<file path="config.mk">
export PLATFORM = sky130hd
export DESIGN_NAME = prog_loader_flat
export DESIGN_NICKNAME = d
export VERILOG_FILES = /design/src/rtl/prog_loader_pkg.sv /design/src/rtl/prog_loader_if.sv /design/src/rtl/prog_loader_timer.sv /design/src/rtl/prog_loader.sv /design/src/flat_wrapper.sv
export SDC_FILE = /design/constraint.sdc
export NUM_CORES = 1
export LEC_CHECK = 0
export BUFFER_PORTS_ARGS = -buffer_cell sky130_fd_sc_hd__buf_4
export CAP_MARGIN = 20
export CORE_UTILIZATION = 50
export DETAILED_ROUTE_END_ITERATION = 16
export PLACE_DENSITY = 0.77
export SLEW_MARGIN = 20
export SYNTH_ARGS = -nofsm -noshare
export SYNTH_HDL_FRONTEND = slang
export SYNTH_HIERARCHICAL = 1
export SYNTH_SLANG_ARGS = --single-unit
export TNS_END_PERCENT = 10
</file>
<file path="constraint.sdc">
create_clock -name clk -period 2.2 [get_ports clk]
set_input_delay 0.22 -clock clk [delete_from_list [all_inputs] [get_ports clk]]
set_output_delay 0.22 -clock clk [all_outputs]
set_load 0.02 [all_outputs]
</file>
<file path="src/rtl/prog_loader_pkg.sv">
// Shared types and defaults for the serial program loader.
// Address width follows the default program memory depth.
package prog_loader_pkg;

    typedef enum logic [2:0] {
        IDLE,
        LEN,
        DATA,
        CSUM,
        RUN,
        ERR
    } state_t;

    localparam logic [7:0] HEADER_DEFAULT = 8'hA5;
    localparam int         DEPTH_DEFAULT  = 16;
    localparam int         ADDR_W         = $clog2(DEPTH_DEFAULT);

endpackage

</file>
<file path="src/rtl/prog_loader_if.sv">
// Byte stream in, program memory writes and CPU control out.
// The loader sits on the slave side of this interface.
interface prog_loader_if;
    import prog_loader_pkg::*;

    logic              in_valid;
    logic [7:0]        in_data;
    logic              in_ready;
    logic              mem_we;
    logic [ADDR_W-1:0] mem_addr;
    logic [7:0]        mem_wdata;
    logic              cpu_hold;
    logic              done;
    logic              error;

    modport master (
        output in_valid, in_data,
        input  in_ready, mem_we, mem_addr, mem_wdata, cpu_hold, done, error
    );

    modport slave (
        input  in_valid, in_data,
        output in_ready, mem_we, mem_addr, mem_wdata, cpu_hold, done, error
    );

endinterface

</file>
<file path="src/rtl/prog_loader_timer.sv">
// Idle-cycle watchdog for an in-progress frame.
// expired fires during the TIMEOUT-th consecutive idle cycle.
module loader_timer #(
    parameter int TIMEOUT = 255
) (
    input  logic clk,
    input  logic reset,
    input  logic clear,
    input  logic enable,
    output logic expired
);

    localparam int CW = $clog2(TIMEOUT + 1);

    logic [CW-1:0] count;

    always_ff @(posedge clk or posedge reset) begin
        if (reset) begin
            count <= '0;
        end else if (clear || !enable) begin
            count <= '0;
        end else begin
            count <= count + 1'b1;
        end
    end

    assign expired = enable && !clear && (count == CW'(TIMEOUT - 1));

endmodule

</file>
<file path="src/rtl/prog_loader.sv">
// Frame loader: HEADER, length, data bytes, 8-bit additive checksum.
// Holds the CPU in reset until a frame has been written and verified.
module prog_loader
    import prog_loader_pkg::*;
#(
    parameter logic [7:0] HEADER  = HEADER_DEFAULT,
    parameter int         DEPTH   = DEPTH_DEFAULT,
    parameter int         TIMEOUT = 255
) (
    input  logic          clk,
    input  logic          reset,
    prog_loader_if.slave  bus
);

    localparam int         LEN_W   = $clog2(DEPTH + 1);
    localparam logic [7:0] DEPTH_B = 8'(DEPTH);

    state_t           state;
    state_t           next_state;
    logic [LEN_W-1:0] len;
    logic [LEN_W-1:0] index;
    logic [7:0]       checksum;
    logic             accept;
    logic             len_ok;
    logic             last_byte;
    logic             in_frame;
    logic             expired;

    assign accept    = bus.in_valid && bus.in_ready;
    assign len_ok    = (bus.in_data != 8'd0) && (bus.in_data <= DEPTH_B);
    assign last_byte = ((index + 1'b1) == len);
    assign in_frame  = (state == LEN) || (state == DATA) || (state == CSUM);

    loader_timer #(
        .TIMEOUT (TIMEOUT)
    ) u_timer (
        .clk     (clk),
        .reset   (reset),
        .clear   (accept),
        .enable  (in_frame),
        .expired (expired)
    );

    always_ff @(posedge clk or posedge reset) begin
        if (reset) begin
            state <= IDLE;
        end else begin
            state <= next_state;
        end
    end

    // Inside DATA a HEADER byte is ordinary payload, so only the idle states resync.
    always_comb begin
        next_state = state;
        case (state)
            IDLE, RUN, ERR: begin
                if (accept && bus.in_data == HEADER) next_state = LEN;
            end
            LEN: begin
                if (accept)       next_state = len_ok ? DATA : ERR;
                else if (expired) next_state = ERR;
            end
            DATA: begin
                if (accept) begin
                    if (last_byte) next_state = CSUM;
                end else if (expired) begin
                    next_state = ERR;
                end
            end
            CSUM: begin
                if (accept)       next_state = (bus.in_data == checksum) ? RUN : ERR;
                else if (expired) next_state = ERR;
            end
            default: next_state = IDLE;
        endcase
    end

    // Status flags track the state being entered so they change with it.
    always_ff @(posedge clk or posedge reset) begin
        if (reset) begin
            bus.in_ready  <= 1'b0;
            bus.mem_we    <= 1'b0;
            bus.mem_addr  <= '0;
            bus.mem_wdata <= '0;
            bus.cpu_hold  <= 1'b1;
            bus.done      <= 1'b0;
            bus.error     <= 1'b0;
            len           <= '0;
            index         <= '0;
            checksum      <= '0;
        end else begin
            bus.in_ready <= 1'b1;
            bus.mem_we   <= 1'b0;
            bus.cpu_hold <= (next_state != RUN);
            bus.done     <= (next_state == RUN);
            bus.error    <= (next_state == ERR);
            case (state)
                LEN: begin
                    if (accept && len_ok) begin
                        len      <= bus.in_data[LEN_W-1:0];
                        index    <= '0;
                        checksum <= '0;
                    end
                end
                DATA: begin
                    if (accept) begin
                        bus.mem_we    <= 1'b1;
                        bus.mem_addr  <= index[ADDR_W-1:0];
                        bus.mem_wdata <= bus.in_data;
                        checksum      <= checksum + bus.in_data;
                        index         <= index + 1'b1;
                    end
                end
                default: ;
            endcase
        end
    end

endmodule

</file>
<file path="src/flat_wrapper.sv">
// flat-port wrapper written by rule: the top's interface ports become plain ports
module prog_loader_flat import prog_loader_pkg::*;
#(
    parameter logic [7:0] HEADER  = HEADER_DEFAULT,
    parameter int         DEPTH   = DEPTH_DEFAULT,
    parameter int         TIMEOUT = 255
)
  (clk, reset, bus_in_valid, bus_in_data, bus_in_ready, bus_mem_we, bus_mem_addr, bus_mem_wdata, bus_cpu_hold, bus_done, bus_error);
  prog_loader_if bus_i ();
  input  logic clk;
  input  logic reset;
  input wire logic [$bits(bus_i.in_valid)-1:0] bus_in_valid;
  input wire logic [$bits(bus_i.in_data)-1:0] bus_in_data;
  output wire logic [$bits(bus_i.in_ready)-1:0] bus_in_ready;
  output wire logic [$bits(bus_i.mem_we)-1:0] bus_mem_we;
  output wire logic [$bits(bus_i.mem_addr)-1:0] bus_mem_addr;
  output wire logic [$bits(bus_i.mem_wdata)-1:0] bus_mem_wdata;
  output wire logic [$bits(bus_i.cpu_hold)-1:0] bus_cpu_hold;
  output wire logic [$bits(bus_i.done)-1:0] bus_done;
  output wire logic [$bits(bus_i.error)-1:0] bus_error;
  assign bus_i.in_valid = bus_in_valid;
  assign bus_i.in_data = bus_in_data;
  assign bus_in_ready = bus_i.in_ready;
  assign bus_mem_we = bus_i.mem_we;
  assign bus_mem_addr = bus_i.mem_addr;
  assign bus_mem_wdata = bus_i.mem_wdata;
  assign bus_cpu_hold = bus_i.cpu_hold;
  assign bus_done = bus_i.done;
  assign bus_error = bus_i.error;
  prog_loader #(.HEADER(HEADER), .DEPTH(DEPTH), .TIMEOUT(TIMEOUT)) u_core (.clk(clk), .reset(reset), .bus(bus_i));
endmodule
</file>
==> reports/metrics.cfg <==
[run_status]
outcome=finished, final reports clean

[worst_setup_path]
cp-end-kind=register
path_cells=ha_1 -> fa_1 -> a21o_1 -> a21oi_1 -> o21ai_0 -> xor2_1 -> a22o_1
regToRegStartpoint=u_core/checksum[0]
crit_fanout=3
crit_type=register to register
reg2regPathDepth=7
r2r_end=u_core/checksum[6]
r2r_slack_ns=0.17
start_kind=register
cp_top_family=compound AO/OA/AOI/OAI gates
max_stage_delay_ns=0.41
cp_slowest_cell=fa_1
critPathBufInv=0
cp.required_ns=2.40
arrival_ns=2.23

[finish]
ff_latch_area_sq_um=1152
final_nets=292
layout_commonest_cell=dfrtp_1
drive_above_1_share=0.1919
num_antenna_cells=0
multi_input_area_sq_um=1204
syn2layout_area_growth_pct=15.18
final_cell_mix=dfrtp_1 (45), nand2_1 (44), buf_4 (32), a21oi_1 (15)
post-route-cell-area_sq_um=2791
fill_cells=389

[route]
drt-total-wl_microns=4784
drt-wirelength-per-cell_microns=14.81
first_iter_violations=99
vias=1839
drc=0
drt-vias-per-instance=5.693
ant_nets=0
firstDrtPassIters=4

[clock_network]
htreeDepth=2
cts.sinks=46
cts_root_buffer=clkbuf_8
path_clk_slew_ns=0.10
clock_latency_ns=0.31
cts_buffers=5
cts_buffer_depth=2
ctsResizeCount=0
cts_tree=done

[power]
ir_worst_vdd_mv=0.6223
power_density_nw_per_um2=667.0
p_leak_nw=1.422

[place]
hpwlAfterDp_microns=3360
port_buffers=27
place_area_sq_um=2688
gp_congestion=0.9149

[grt]
antenna_found_initial=0
overflow=0
grtUsageTotal=0.2093
grt_start_max_net_pins=39
grt_pass1_vias=1778
grt_pass1_wl_microns=8314

[min_path]
hp-start=bus_in_data[0]
hold-path-endpoint=u_core/bus.mem_wdata[0]
hold_class=primary input to register
whs_path_depth=3

[die]
initial_core_util=0.5381
die_x_microns=71.62
ios=28
rows=24
die_y_microns=71.62
core-area_sq_um=4504
die-area_sq_um=5129

[sta]
hold_violations=0
grt_setup_unrepaired=no
max_freq_ghz=0.4917
post-route-min-period_ns=2.034
setup_viol=0
fin_setup_tns_ns=0
finalCritPeriodShare=0.9244
slew_violations=0
fin_skew_ns=0.007329

[synth]
synth_edf_count=0
ys.flop_type=dfrtp_1
synthesis.nets=259
ys_seq_elements=46
ys_seq_area_frac=0.4755
syn_area_sq_um=2424
synthArstFlopShare=1.000
synthCells=237
synth.avg_cell_area_sq_um=10.23
synth_cell_type_count=53
yosysWarnings=6

[job]
maxCapViolations=0

[Yosys cell counts, types with 2 or more instances]
cell type  count  share of area
nor3_1         6          0.012
a22o_1         9          0.033
clkbuf_1       2         0.0031
dfrtp_1       45           0.46
or3_1          4          0.010
o21a_1         3         0.0093
o21ai_1        2         0.0041
ha_1          10          0.052
a211o_1        2         0.0072
xnor2_1        6          0.022
nor2b_1        2         0.0052
xor2_1         8          0.029
nand3_2        2         0.0083
nand4_1        2         0.0052
a21o_1         3         0.0093
nor2_1        10          0.015
nand2_1       44          0.068
nor3b_1        2         0.0062
a21oi_1       15          0.031
mux2_1         6          0.028
and3_1         3         0.0077
o21ai_0        7          0.014
inv_1          6         0.0093
buf_2          3         0.0062
nand3_1        7          0.014
[how the worst max path moves through the flow]
stage          cells after the start                start  slack, ns            endpoint
5_1_grt                            9      u_core/state[1]       0.01     u_core/bus.done
4_1_cts                            9      u_core/state[1]       0.20     u_core/bus.done
3_5_place_dp                       8       bus_in_data[0]       0.20  u_core/checksum[6]
2_1_floorplan                     10  u_core/bus.in_ready       0.12     u_core/bus.done
3_3_place_gp                       9      u_core/state[1]       0.23     u_core/bus.done
6_report                           7   u_core/checksum[0]       0.17  u_core/checksum[6]
[cells by family (layout without fill, tap and decap cells)]
family,count (synthesis),in the layout,synth area share
AOI/OAI and AO/OA,49,49,0.1378
xor gates and xnor gates,15,15,0.05989
adders and majority gates,11,11,0.05989
buffers and inverters,14,48,0.02788
DFF,46,46,0.4755
muxes,8,8,0.03820
other,1,1,0.001547
and+or+nand+nor,93,93,0.1993
[layer usage]
layer	wire, microns	vias up	track usage	part of all wire
li1	-	898	-	-
met1	2292	902	0.2931	0.48
met2	2278	34	0.3365	0.48
met3	157	5	0.04219	0.033
met4	55	0	0.05229	0.011
met5	0	-	0	0
[flip-flops by register name (all words and copies together) (netlist names), 3 cells and up]
register,cells
u_core/bus.mem_wdata,8
u_core/checksum,8
u_core/u_timer/count,8
u_core/index,5
u_core/len,5
u_core/bus.mem_addr,4
u_core/state,3
[power breakdown]
group | internal, mW | total, mW | switching, mW
Clock | 0.230 | 0.540 | 0.311
Combinational | 0.148 | 0.337 | 0.188
Sequential | 0.917 | 0.985 | 0.0677
[area by class of cell]
| class | count | share of cell area |
|---|---|---|
| inverters | 7 | 0.009413 |
| repair buffers | 33 | 0.08965 |
| clock inverters | 3 | 0.008965 |
| clock buffers | 5 | 0.02465 |
| multi-input cells | 177 | 0.4312 |
| well taps | 52 | 0.02331 |
| flip-flops and latches | 46 | 0.4128 |
[through the flow]
step	instances	setup slack, ns	utilization	hold slack (ns)	total power, mW
floorplan	237	0.1178	-	0.03566	1.214
global placement	314	0.2276	0.5967	0.1940	1.332
detailed placement	314	0.2033	0.5967	0.2009	1.336
CTS	323	0.1973	0.6197	0.1396	1.885
global route	323	0.01360	0.6197	0.1601	1.951
finish	323	0.1663	0.6197	0.1490	1.862
[repair_timing]
item | 4_1_cts | 5_1_grt
buffers inserted | 0 | 0
hold endpoints to repair | 8 | 0
hold buffers | 1 | 0
[worst min-delay path, cell delays in order]
cell	delay, ns
buf_4	0.11
nand2_1	0.05
nand2_1	0.05
(Power assumes the default switching activity.)
